--- src/rtl/mips_pkg.sv ---
// rtl/mips_pkg.sv - shared datapath widths, ALU control codes and forwarding select codes
package mips_pkg;

  localparam int DATA_W_DEF = 32;
  localparam int REG_AW_DEF = 5;
  localparam int CTL_W_DEF  = 5;

  // ALUCt encoding; AND is all-zero so a bubble carries a harmless operation
  localparam logic [4:0] ALUCT_AND = 5'd0;
  localparam logic [4:0] ALUCT_OR  = 5'd1;
  localparam logic [4:0] ALUCT_ADD = 5'd2;
  localparam logic [4:0] ALUCT_SLL = 5'd3;
  localparam logic [4:0] ALUCT_SRL = 5'd4;
  localparam logic [4:0] ALUCT_SRA = 5'd5;
  localparam logic [4:0] ALUCT_SUB = 5'd6;
  localparam logic [4:0] ALUCT_SLT = 5'd7;
  localparam logic [4:0] ALUCT_NOR = 5'd12;
  localparam logic [4:0] ALUCT_XOR = 5'd13;

  typedef enum logic [1:0] {
    FWD_NONE  = 2'd0,
    FWD_EXMEM = 2'd1,
    FWD_MEMWB = 2'd2
  } fwd_e;

endpackage

--- src/rtl/fwd_sel.sv ---
// rtl/fwd_sel.sv - bypass source selection for one EX-stage source operand
module fwd_sel
  import mips_pkg::*;
#(
  parameter int DATA_W = DATA_W_DEF,
  parameter int REG_AW = REG_AW_DEF
) (
  input  logic [REG_AW-1:0] src,
  input  logic              exmem_regwr,
  input  logic [REG_AW-1:0] exmem_dst,
  input  logic [DATA_W-1:0] exmem_result,
  input  logic              memwb_regwr,
  input  logic [REG_AW-1:0] memwb_dst,
  input  logic [DATA_W-1:0] memwb_data,
  output logic [DATA_W-1:0] byp_data,
  output fwd_e              sel
);

  // Youngest producer wins; $0 is hardwired so it is never bypassed
  always_comb begin
    sel      = FWD_NONE;
    byp_data = '0;
    if (exmem_regwr && (exmem_dst != '0) && (exmem_dst == src)) begin
      sel      = FWD_EXMEM;
      byp_data = exmem_result;
    end else if (memwb_regwr && (memwb_dst != '0) && (memwb_dst == src)) begin
      sel      = FWD_MEMWB;
      byp_data = memwb_data;
    end
  end

endmodule

--- src/rtl/ex_operand_stage.sv ---
// rtl/ex_operand_stage.sv - ID/EX register with operand forwarding and load-use detection
module ex_operand_stage
  import mips_pkg::*;
#(
  parameter int DATA_W = DATA_W_DEF,
  parameter int REG_AW = REG_AW_DEF,
  parameter int CTL_W  = CTL_W_DEF
) (
  input  logic              clk,
  input  logic              reset,
  input  logic              stall,
  input  logic              flush,
  input  logic              id_valid,
  input  logic [DATA_W-1:0] id_rs_data,
  input  logic [DATA_W-1:0] id_rt_data,
  input  logic [DATA_W-1:0] id_imm,
  input  logic [4:0]        id_shamt,
  input  logic [REG_AW-1:0] id_rs,
  input  logic [REG_AW-1:0] id_rt,
  input  logic [REG_AW-1:0] id_dst,
  input  logic [CTL_W-1:0]  id_aluct,
  input  logic              id_sign,
  input  logic              id_alusrc,
  input  logic              id_memrd,
  input  logic              id_memwr,
  input  logic              id_regwr,
  input  logic              id_memtoreg,
  input  logic              exmem_regwr,
  input  logic [REG_AW-1:0] exmem_dst,
  input  logic [DATA_W-1:0] exmem_result,
  input  logic              memwb_regwr,
  input  logic [REG_AW-1:0] memwb_dst,
  input  logic [DATA_W-1:0] memwb_data,
  output logic [DATA_W-1:0] alu_in1,
  output logic [DATA_W-1:0] alu_in2,
  output logic [CTL_W-1:0]  alu_ct,
  output logic              alu_sign,
  output logic [4:0]        alu_shamt,
  output logic [DATA_W-1:0] ex_store_data,
  output logic [REG_AW-1:0] ex_dst,
  output logic              ex_valid,
  output logic              ex_memrd,
  output logic              ex_memwr,
  output logic              ex_regwr,
  output logic              ex_memtoreg,
  output logic              load_use_stall
);

  logic [DATA_W-1:0] ex_rs_data, ex_rt_data, ex_imm;
  logic [REG_AW-1:0] ex_rs, ex_rt;
  logic              ex_alusrc;
  logic [DATA_W-1:0] rs_byp, rt_byp, fwd_rs, fwd_rt;
  fwd_e              rs_sel, rt_sel;

  // A load in EX cannot bypass to the instruction in ID; the rt check also
  // covers a store's data operand, which reads rt even though alusrc is set
  always_comb begin
    load_use_stall = ex_valid && ex_memrd && (ex_dst != '0) && id_valid &&
                     ((ex_dst == id_rs) ||
                      ((ex_dst == id_rt) && (!id_alusrc || id_memwr)));
  end

  // Pipeline register: reset/flush/load-use bubble clear, stall holds, else capture
  always_ff @(posedge clk) begin
    if (reset || flush || load_use_stall) begin
      ex_valid    <= 1'b0;
      ex_rs_data  <= '0;
      ex_rt_data  <= '0;
      ex_imm      <= '0;
      alu_shamt   <= '0;
      ex_rs       <= '0;
      ex_rt       <= '0;
      ex_dst      <= '0;
      alu_ct      <= CTL_W'(ALUCT_AND);
      alu_sign    <= 1'b0;
      ex_alusrc   <= 1'b0;
      ex_memrd    <= 1'b0;
      ex_memwr    <= 1'b0;
      ex_regwr    <= 1'b0;
      ex_memtoreg <= 1'b0;
    end else if (!stall) begin
      ex_valid    <= id_valid;
      ex_rs_data  <= id_rs_data;
      ex_rt_data  <= id_rt_data;
      ex_imm      <= id_imm;
      alu_shamt   <= id_shamt;
      ex_rs       <= id_rs;
      ex_rt       <= id_rt;
      ex_dst      <= id_dst;
      alu_ct      <= id_aluct;
      alu_sign    <= id_sign;
      ex_alusrc   <= id_alusrc;
      ex_memrd    <= id_memrd;
      ex_memwr    <= id_memwr;
      ex_regwr    <= id_regwr;
      ex_memtoreg <= id_memtoreg;
    end
  end

  fwd_sel #(.DATA_W(DATA_W), .REG_AW(REG_AW)) u_fwd_rs (
    .src          (ex_rs),
    .exmem_regwr  (exmem_regwr),
    .exmem_dst    (exmem_dst),
    .exmem_result (exmem_result),
    .memwb_regwr  (memwb_regwr),
    .memwb_dst    (memwb_dst),
    .memwb_data   (memwb_data),
    .byp_data     (rs_byp),
    .sel          (rs_sel)
  );

  fwd_sel #(.DATA_W(DATA_W), .REG_AW(REG_AW)) u_fwd_rt (
    .src          (ex_rt),
    .exmem_regwr  (exmem_regwr),
    .exmem_dst    (exmem_dst),
    .exmem_result (exmem_result),
    .memwb_regwr  (memwb_regwr),
    .memwb_dst    (memwb_dst),
    .memwb_data   (memwb_data),
    .byp_data     (rt_byp),
    .sel          (rt_sel)
  );

  // Operand muxing: register-file value unless a later stage supplies a newer one
  always_comb begin
    fwd_rs        = (rs_sel == FWD_NONE) ? ex_rs_data : rs_byp;
    fwd_rt        = (rt_sel == FWD_NONE) ? ex_rt_data : rt_byp;
    alu_in1       = fwd_rs;
    alu_in2       = ex_alusrc ? ex_imm : fwd_rt;
    ex_store_data = fwd_rt;
  end

endmodule

--- config.mk ---
export PLATFORM = sky130hd
export DESIGN_NAME = ex_operand_stage
export DESIGN_NICKNAME = d
export VERILOG_FILES = /design/src/rtl/mips_pkg.sv /design/src/rtl/fwd_sel.sv /design/src/rtl/ex_operand_stage.sv
export SDC_FILE = /design/constraint.sdc
export NUM_CORES = 1
export LEC_CHECK = 0
export CAP_MARGIN = 20
export CORE_MARGIN = 4
export CORE_UTILIZATION = 42
export DETAILED_ROUTE_END_ITERATION = 7
export GPL_TIMING_DRIVEN = 0
export PLACE_DENSITY = 0.82
export SLEW_MARGIN = 20
export SYNTH_ARGS = -nofsm -noshare
export SYNTH_HDL_FRONTEND = slang
export SYNTH_SLANG_ARGS = --single-unit
--- constraint.sdc ---
create_clock -name clk -period 4.65 [get_ports clk]
set_input_delay 1.395 -clock clk [delete_from_list [all_inputs] [get_ports clk]]
set_output_delay 1.395 -clock clk [all_outputs]
set_load 0.005 [all_outputs]
==> flow_summary.toml, run 1 <==
[worst_setup_path]
worstSetupEndpointType = "output pin"
crit_end = "alu_in2[24]"
critPathLaunch = "memwb_dst[3]"
rr_worst_depth = 7
cp-start-kind = "primary input"
arrival_ns = 3.42
worstReg2RegEnd = "ex_rs_data[17]"
crit_path_max_fanout = 5
r2r-start = "ex_dst[2]"
crit_type = "primary input to output pin"
r2r_setup_slack_ns = 2.08
required_ns = 3.25

[finish]
final_cells = 1450
num-nets-final = 1428
mostFrequentLayoutCell = "clkdlybuf4s50_1"
drive_gt1_share_pct = 31.03
fill_cells = 981
final_cell_mix = "216 x clkdlybuf4s50_1, 160 x nor2_1, 153 x mux2i_1"
fin_area_um2 = 12970
finish.utilization_pct = 81.04
syn_to_final_growth_pct = 88.09

[status]
violations = "negative setup slack"
status = "complete, but fails checks"

[floorplan]
die_x_um = 136.1
initial_core_util_pct = 43.09
num_rows = 46
die-area_um2 = 18530
coreArea_um2 = 16000
boundaryPins = 326
die_h_um = 136.1

[clock_network]
numCtsBuffers = 17
ctsHtreeMaxLevel = 4
cts_sinks = 128
insertion_delay_ns = 0.42
hold_buffers = 0
root_buffer = "clkbuf_16"
clk_path_buf_depth = 2
clk_pin_slew_ns = 0.05
cts_tree = "built"

[placed_design]
dp.cells = 1332
placed_area_um2 = 10410
post-place-ws_ns = -1.125
routabilityCongestion = 0.8340
portBuffers = 324
dp_hpwl_um = 20940

[min_path]
min_path_type = "flop to flop"

[detailed_routing]
wirelength_um = 32700
drtPass1Iterations = 5
detail-route-antenna-nets = 0
viasPerCell = 5.537
drt_iter0_drc = 456
wire_per_inst_um = 22.55
num_vias = 8028
drcViolationCount = 0

[synth]
synth_seq_cells = 128
ys_warn_count = 0
synth_fa_ha_area_share_pct = 0
synth-compound-area-share_pct = 9.220
synth_fp_nets = 1000
ys.flop_type = "dfxtp_1"
syn_area_um2 = 6894
synth_top_family_by_area = "multiplexers"
yosysSeqAreaShare_pct = 37.17
synth-simple-area-share_pct = 16.24
synthDistinctLibCells = 38
avgSynthCellArea_um2 = 8.705
synth_xor_area_share_pct = 3.920
synth_edf_count = 0
ys_async_sr_fraction_pct = 0
synthCells = 792
synthMuxAreaShare_pct = 27.64

[global_route]
grt-ovfl-total = 0
grt_max_degree = 17
grt_pass1_vias = 8411
grt_use_total_pct = 32.78
antenna_found_initial = 2
grt_pass1_wl_um = 46180

[sta]
setup_ws_ns = -0.1652
rsz0062_at_grt = "yes"
setup_viol = 37
hold_violations = 0
fin_hold_ws_ns = 0.4902
finalMaxSlewViolations = 0
worst_pin_slew_ns = 0.9997
relSlewSlack_pct = 33.35
fin_skew_ns = 0.007309
fmax_mhz = 207.7
layout_worst_path_cycle_share_pct = 103.6
fin_crit_ns = 4.815

[power]
leakagePower_nw = 5.463
power.density_nw_per_um2 = 255.9
max-vdd-ir-drop_v = 0.0002628

[job]
max_cap_violations = 0
==> sequential cells by signal (all words and copies together) (netlist names) <==
name and cells:
ex_rt 5, ex_valid 1, alu_ct 5, ex_memwr 1, ex_rs 5, ex_memtoreg 1, ex_imm 32, ex_rs_data 32
ex_regwr 1, alu_shamt 5, ex_alusrc 1, ex_dst 5, ex_memrd 1, ex_rt_data 32, alu_sign 1
==> layer usage <==
metal	vias up	share of wire, %	global-route usage (%)
met5	-	0	0
met4	0	5.7	18.31
met3	132	9.2	10.99
met2	445	49	56.52
met1	3837	36	35.11
li1	3614	-	-
==> metrics by stage <==
step / total power [mW] / TNS, ns
global placement: 1.765 / -85.70
detailed placement: 1.772 / -87.74
global route: 3.404 / -3.727
CTS: 3.259 / -2.160
floorplan: 1.405 / 0
finish: 3.318 / -2.333
==> kinds of logic (layout without fill, tap and decap cells) <==
kind of cell    after synthesis  after routing
compound gates              103            103
xor+xnor                     30             30
flops                       128            128
other cells                   0              3
buf+inv                      91            530
mux                         187            187
simple gates                253            253
==> power breakdown <==
part	switching, mW	internal, mW
Combinational	0.315	0.440
Sequential	0.0276	1.13
Clock	0.523	0.879
==> critical path, cell delays in order <==
cell and delay [ns]:
buf_8 0.10, or4_4 0.57, o211ai_4 0.20, buf_12 0.15
buf_8 0.13, buf_8 0.11, buf_6 0.10, or3_4 0.13
a31oi_4 0.11, mux2_4 0.30, buf_6 0.12
==> repair_timing <==
item / 4_1_cts / 5_1_grt
pin swaps: 56 / 38
setup buffers: 68 / 18
gates cloned: 6 / 0
setup endpoints to repair: 96 / 86
gates resized for setup: 577 / 128
==> worst min path at each step <==
stage | endpoint | slack [ns] | cells past startpoint | from
floorplan | ex_rt_data[10] | 0.46 | 2 | ex_rt_data[10]
global placement | ex_rt_data[4] | 0.47 | 2 | ex_rt_data[4]
detailed placement | ex_rt_data[10] | 0.48 | 2 | ex_rt_data[10]
CTS | ex_rt_data[10] | 0.49 | 2 | ex_rt_data[10]
global route | ex_rs_data[19] | 0.53 | 2 | ex_rs_data[19]
finish | ex_rt_data[7] | 0.49 | 2 | ex_rt_data[7]
==> cell usage after synthesis (5+ instances only) <==
| master | number | area [um2] |
|---|---|---|
| dfxtp_1 | 128 | 2562 |
| nor2_1 | 176 | 660.6 |
| mux2_2 | 20 | 225.2 |
| clkbuf_1 | 30 | 112.6 |
| mux2i_1 | 160 | 1602 |
| o31ai_1 | 5 | 37.54 |
| buf_2 | 21 | 105.1 |
| xor2_1 | 14 | 122.6 |
| o21ai_1 | 6 | 30.03 |
| and3_1 | 5 | 31.28 |
| a31oi_1 | 23 | 143.9 |
| inv_1 | 28 | 105.1 |
| buf_4 | 6 | 45.04 |
| mux2_1 | 7 | 78.83 |
| or3_1 | 27 | 168.9 |
| a221oi_1 | 5 | 43.79 |
| o21ai_0 | 23 | 115.1 |
| nand2_1 | 5 | 18.77 |
| a21oi_1 | 33 | 165.2 |
| xnor2_1 | 15 | 131.4 |
| nor3_1 | 28 | 140.1 |
==> layout make-up <==
cell class	count	area, um2	share of cell area (%)
clock inverters	10	135.1	1.042
flip-flops and latches	128	2562	19.76
clock buffers	20	466.7	3.599
inverters	28	105.1	0.8105
multi-input cells	573	4921	37.95
plain buffers	62	509.2	3.927
repair buffers	410	3990	30.77
well taps	216	270.3	2.084
diodes	3	7.507	0.05789
Power figures use the tool's default switching activity.
==> run 2, diff against run 1 <==
--- a/config.mk
+++ b/config.mk
@@ -11,7 +11,7 @@
 export DETAILED_ROUTE_END_ITERATION = 7
 export GPL_TIMING_DRIVEN = 0
 export PLACE_DENSITY = 0.82
-export SLEW_MARGIN = 20
+export SLEW_MARGIN = 15
 export SYNTH_ARGS = -nofsm -noshare
 export SYNTH_HDL_FRONTEND = slang
 export SYNTH_SLANG_ARGS = --single-unit
==> constraint.sdc (replaced) <==
create_clock -name clk -period 4.5 [get_ports clk]
set_input_delay 1.35 -clock clk [delete_from_list [all_inputs] [get_ports clk]]
set_output_delay 1.35 -clock clk [all_outputs]
set_load 0.005 [all_outputs]
==> run 2 against run 1 <==
Net effect:
- the run still ends with negative setup slack left
- non-clock buffer count decreased by 12
- first-iteration DRC count rose by 12%
- core utilization fell by 1.4 points
- largest power group unchanged
- combinational power barely moved
==> flow_summary.toml, run 2 (synthesis gave the netlist of run 1 again) <==
[sta]
finalMaxSlewViolations = 0
fin_skew_ns = 0.007502
fin_hold_ws_ns = 0.4942
relSlewSlack_pct = 31.66
fin_crit_ns = 4.673
fmax_mhz = 214.0
setup_viol = 46
hold_violations = 0
setup_ws_ns = -0.1726
tns_ns = -4.243
rsz0062_at_grt = "yes"
layout_worst_path_cycle_share_pct = 103.8
worst_pin_slew_ns = 1.025

[worst_setup_path]
cp-start-kind = "primary input"
crit_path_max_fanout = 6
required_ns = 3.15
crit_type = "primary input to output pin"
arrival_ns = 3.32
worstSetupEndpointType = "output pin"

[detailed_routing]
viasPerCell = 5.520
wirelength_um = 32540
drt_iter0_drc = 511
drtPass1Iterations = 5
num_vias = 7921
detail-route-antenna-nets = 0
drcViolationCount = 0
wire_per_inst_um = 22.68

[finish]
fill_cells = 1036
finish.utilization_pct = 79.60
final_cell_mix = "216 x clkdlybuf4s50_1, 160 x nor2_1, 149 x mux2i_1"
n_antenna_cell = 0
multi_input_area_um2 = 4890
fin_area_um2 = 12740
final_cells = 1435
mostFrequentLayoutCell = "clkdlybuf4s50_1"
syn_to_final_growth_pct = 84.74
seq_area_um2 = 2562
num-nets-final = 1416
drive_gt1_share_pct = 31.50
reg.largest.list = "ex_imm (32), ex_rs_data (32), ex_rt_data (32)"

[global_route]
grt_pass1_vias = 8210
antenna_found_initial = 0
grt-ovfl-total = 0
grt_max_degree = 17
grt_use_total_pct = 32.99
grt_pass1_wl_um = 46370

[floorplan]
boundaryPins = 326
die_x_um = 136.1
die_h_um = 136.1
num_rows = 46
die-area_um2 = 18530
coreArea_um2 = 16000
initial_core_util_pct = 43.09

[power]
max-vdd-ir-drop_v = 0.0002742
leakagePower_nw = 5.359
power.density_nw_per_um2 = 267.4
power.total_mw = 3.406

[clock_network]
cts_sinks = 128
ctsHtreeMaxLevel = 4
insertion_delay_ns = 0.42
cts_tree = "built"
clk_pin_slew_ns = 0.05
clk_path_buf_depth = 2
numCtsBuffers = 17
root_buffer = "clkbuf_16"

[min_path]
min_path_type = "flop to flop"

[placed_design]
placed_area_um2 = 10410
portBuffers = 324
routabilityCongestion = 0.8340
post-place-ws_ns = -1.185
dp.cells = 1332
dp_hpwl_um = 20940

[job]
max_cap_violations = 0

[status]
violations = "negative setup slack"
status = "complete, but fails checks"
[run 2: cell types whose count changed in the layout (fill, tap and decap cells not counted), moves of 4 or more]
cell and delta:
clkbuf_2 +11, buf_6 -11, buf_2 +22, or3_4 -5, mux2i_1 -4, dlygate4sd2_1 -11, clkdlybuf4s15_1 -5, o21ai_0 +5
or3_1 +5, buf_4 -18
[run 2: path summary, 6_finish.rpt]
check	from	endpoint	slack [ns]	depth (start not counted)
worst max-delay path	exmem_dst[4]	alu_in2[19]	-0.17	10
worst min-delay path	ex_rt_data[7]	ex_rt_data[7]	0.49	2
worst max register to register	ex_dst[2]	ex_alusrc	1.97	7
worst min register to register	ex_rt_data[7]	ex_rt_data[7]	0.49	2
[run 2: where the power goes]
part           internal [mW]  total [mW]  switching [mW]
logic                  0.437       0.758           0.321
clock network          0.908        1.45           0.541
registers               1.17        1.20          0.0288
[run 2: repair_timing]
action                     4_1_cts  5_1_grt
setup buffers                   61       10
gates resized for setup        611      117
hold buffers                     0        0
setup endpoints to repair       96       82
cloned                           7        2
pin swaps                       58       38
[run 2: final cells by class]
type	instances	share of cell area, %
multi-input cells	573	38.39
clock buffers	20	3.664
well taps	216	2.122
flip-flops and latches	128	20.12
clock inverters	10	1.061
repair buffers	398	29.81
inverters	28	0.8252
plain buffers	62	4.008
[run 2: critical path, cell delays in order]
cell      delay, ns
buf_8          0.10
or4_4          0.55
o211ai_4       0.21
or2_1          0.15
buf_6          0.16
buf_8          0.14
buf_4          0.12
a31oi_4        0.09
mux2_4         0.31
buf_6          0.13
[run 2: layer usage]
layer / wire [um] / track usage, % / vias up
met3: 2785 / 10.40 / 113
met2: 15880 / 57.32 / 436
met1: 12180 / 36.52 / 3774
met4: 1693 / 15.68 / 0
li1: - / - / 3598
met5: 0 / 0 / -
==> run 3, diff against run 2 <==
--- a/config.mk
+++ b/config.mk
@@ -11,6 +11,7 @@
 export DETAILED_ROUTE_END_ITERATION = 7
 export GPL_TIMING_DRIVEN = 0
 export PLACE_DENSITY = 0.82
+export SKIP_LAST_GASP = 1
 export SLEW_MARGIN = 15
 export SYNTH_ARGS = -nofsm -noshare
 export SYNTH_HDL_FRONTEND = slang
==> run 3 against run 2 <==
Net effect:
- the flow still finishes with violations (negative setup slack)
- global-route usage did not move
- maximum frequency is 0.19% higher
- sequential share of layout area rose by 0.14 points
- die area unchanged
- critical path type unchanged
- largest power group unchanged
- highest routed layer unchanged
==> flow_summary.toml, run 3 (synthesis gave the netlist of run 1 again) <==
[worst_setup_path]
worstReg2RegEnd = "ex_alusrc"
crit_type = "primary input to output pin"
cp_cell_sequence = "buf_8, or4_4, o211ai_4, buf_12, buf_6, bufbuf_16, o21ai_2, a31oi_4, mux2_4, buf_6"
r2r_setup_slack_ns = 1.95
required_ns = 3.15
slowest_delay_ns = 0.54
crit_path_max_fanout = 6
crit_top_cell = "buf_6"
cp-start-kind = "primary input"
rr_worst_depth = 7
cp_slowest_cell = "or4_4"
worstSetupEndpointType = "output pin"
arrival_ns = 3.31
r2r-start = "ex_dst[2]"

[global_route]
antenna_found_initial = 1
grt-ovfl-total = 0
grt_pass1_wl_um = 46490
grt_max_degree = 17
grt_pass1_vias = 8199
grt_use_total_pct = 32.99

[power]
intPower_mw = 2.516
swShare_pct = 25.89
power_frac_clock_pct = 42.5
power.share.combinational_pct = 22.2
leakagePower_nw = 5.349
seqPwrFrac_pct = 35.3
power.density_nw_per_um2 = 268.5
power.switching_mw = 0.8790
max-vdd-ir-drop_v = 0.0002655

[detailed_routing]
num_vias = 7852
detail-route-antenna-nets = 0
drcViolationCount = 0
wirelength_um = 31790
viasPerCell = 5.479
drtPass1Iterations = 5
drt_iter0_drc = 575
wire_per_inst_um = 22.18

[finish]
seq_area_um2 = 2562
fill_cells = 1040
mostFrequentLayoutCell = "clkdlybuf4s50_1"
num-nets-final = 1413
final_cell_mix = "216 x clkdlybuf4s50_1, 161 x nor2_1, 150 x mux2i_1"
reg.largest.list = "ex_imm (32), ex_rs_data (32), ex_rt_data (32)"
syn_to_final_growth_pct = 83.45
multi_input_area_um2 = 4857
drive_gt1_share_pct = 30.84

[floorplan]
initial_core_util_pct = 43.09
die-area_um2 = 18530
die_x_um = 136.1
boundaryPins = 326
num_rows = 46
coreArea_um2 = 16000
die_h_um = 136.1

[placed_design]
portBuffers = 324
dp_hpwl_um = 20940
routabilityCongestion = 0.8340

[min_path]
worstHoldPathCells = 2
hp-start = "ex_rt_data[7]"
min_path_type = "flop to flop"
hold_end = "ex_rt_data[7]"

[sta]
rsz0062_at_grt = "yes"
fin_hold_ws_ns = 0.4924
layout_worst_path_cycle_share_pct = 103.6
relSlewSlack_pct = 34.34
tns_ns = -3.721
fin_skew_ns = 0.007071
fmax_mhz = 214.4
worst_pin_slew_ns = 0.9848
finalMaxSlewViolations = 0
setup_ws_ns = -0.1636
setup_viol = 41
fin_crit_ns = 4.664
hold_violations = 0

[clock_network]
insertion_delay_ns = 0.42
clk_path_buf_depth = 2
hold_buffers = 0
cts_tree = "built"
ctsHtreeMaxLevel = 4
clk_pin_slew_ns = 0.05
cts_sinks = 128
root_buffer = "clkbuf_16"
numCtsBuffers = 17

[status]
status = "complete, but fails checks"
violations = "negative setup slack"

[job]
max_cap_violations = 0
[run 3: cell count changes in the layout (fill, tap and decap cells not counted), moves of 3 or more]
cell,delta
dlygate4sd2_1,+4
mux2i_4,-3
nor3_1,+3
nor3_2,-3
[run 3: worst max-delay path by stage]
stage                       startpoint     endpoint  slack [ns]  cells past startpoint
after floorplan           exmem_dst[4]  alu_in2[26]        0.33                      7
after global placement    memwb_dst[0]  alu_in2[28]       -1.17                      8
after detailed placement  memwb_dst[0]  alu_in2[28]       -1.19                      8
after CTS                 memwb_dst[4]   alu_in2[1]       -0.21                     10
after global routing      memwb_dst[3]  alu_in2[23]       -0.18                     10
final                     memwb_dst[3]  alu_in2[24]       -0.16                     10
[run 3: area by class of cell]
class	count	area share, %
antenna	1	0.01979
buffer	61	3.928
clock buffer	20	3.690
clock inverter	10	1.068
inverter	28	0.8310
multi-input combinational	573	38.41
sequential	128	20.26
tap	216	2.137
timing repair buffer	396	29.66
[run 3: worst max-delay path: cells and delay by family]
family	cells	cell delay, ns
AND/OR/NAND/NOR	1	0.54
multiplexers	1	0.19
buffers and inverters	5	0.72
AO/OA/AOI/OAI	3	0.49
[run 3: routing by layer]
metal  vias to the layer above  track usage (%)  routed length [um]
li1                       3582                -                   -
met1                      3789            36.66               12160
met2                       390            56.99               15510
met3                        91            10.51                2757
met4                         0            15.85                1361
met5                         -                0                   0
[run 3: power by group through the flow]
stage	Clock, mW	Sequential (mW)	Combinational [mW]
final	1.44	1.20	0.753
after global routing	1.50	1.20	0.791
after CTS	1.45	1.20	0.711
after detailed placement	0	1.22	0.612
after global placement	0	1.22	0.606
after floorplan	0	1.21	0.239
[run 3: repair_timing]
action,in CTS,in global routing
resized for setup,580,132
gates cloned,7,0
buffers inserted,61,9
endpoints found under the setup margin,96,82
pin swaps,55,40
[run 3: per-stage QoR]
stage	setup slack [ns]	std cells	total power [mW]	utilization (%)	instance area [um2]
floorplan	0.3250	792	1.452	-	6894
global placement	-1.175	1332	1.824	65.05	10410
detailed placement	-1.185	1332	1.831	65.05	10410
CTS	-0.2118	1430	3.354	77.23	12360
global route	-0.1831	1433	3.492	79.04	12650
finish	-0.1636	1433	3.395	79.04	12650
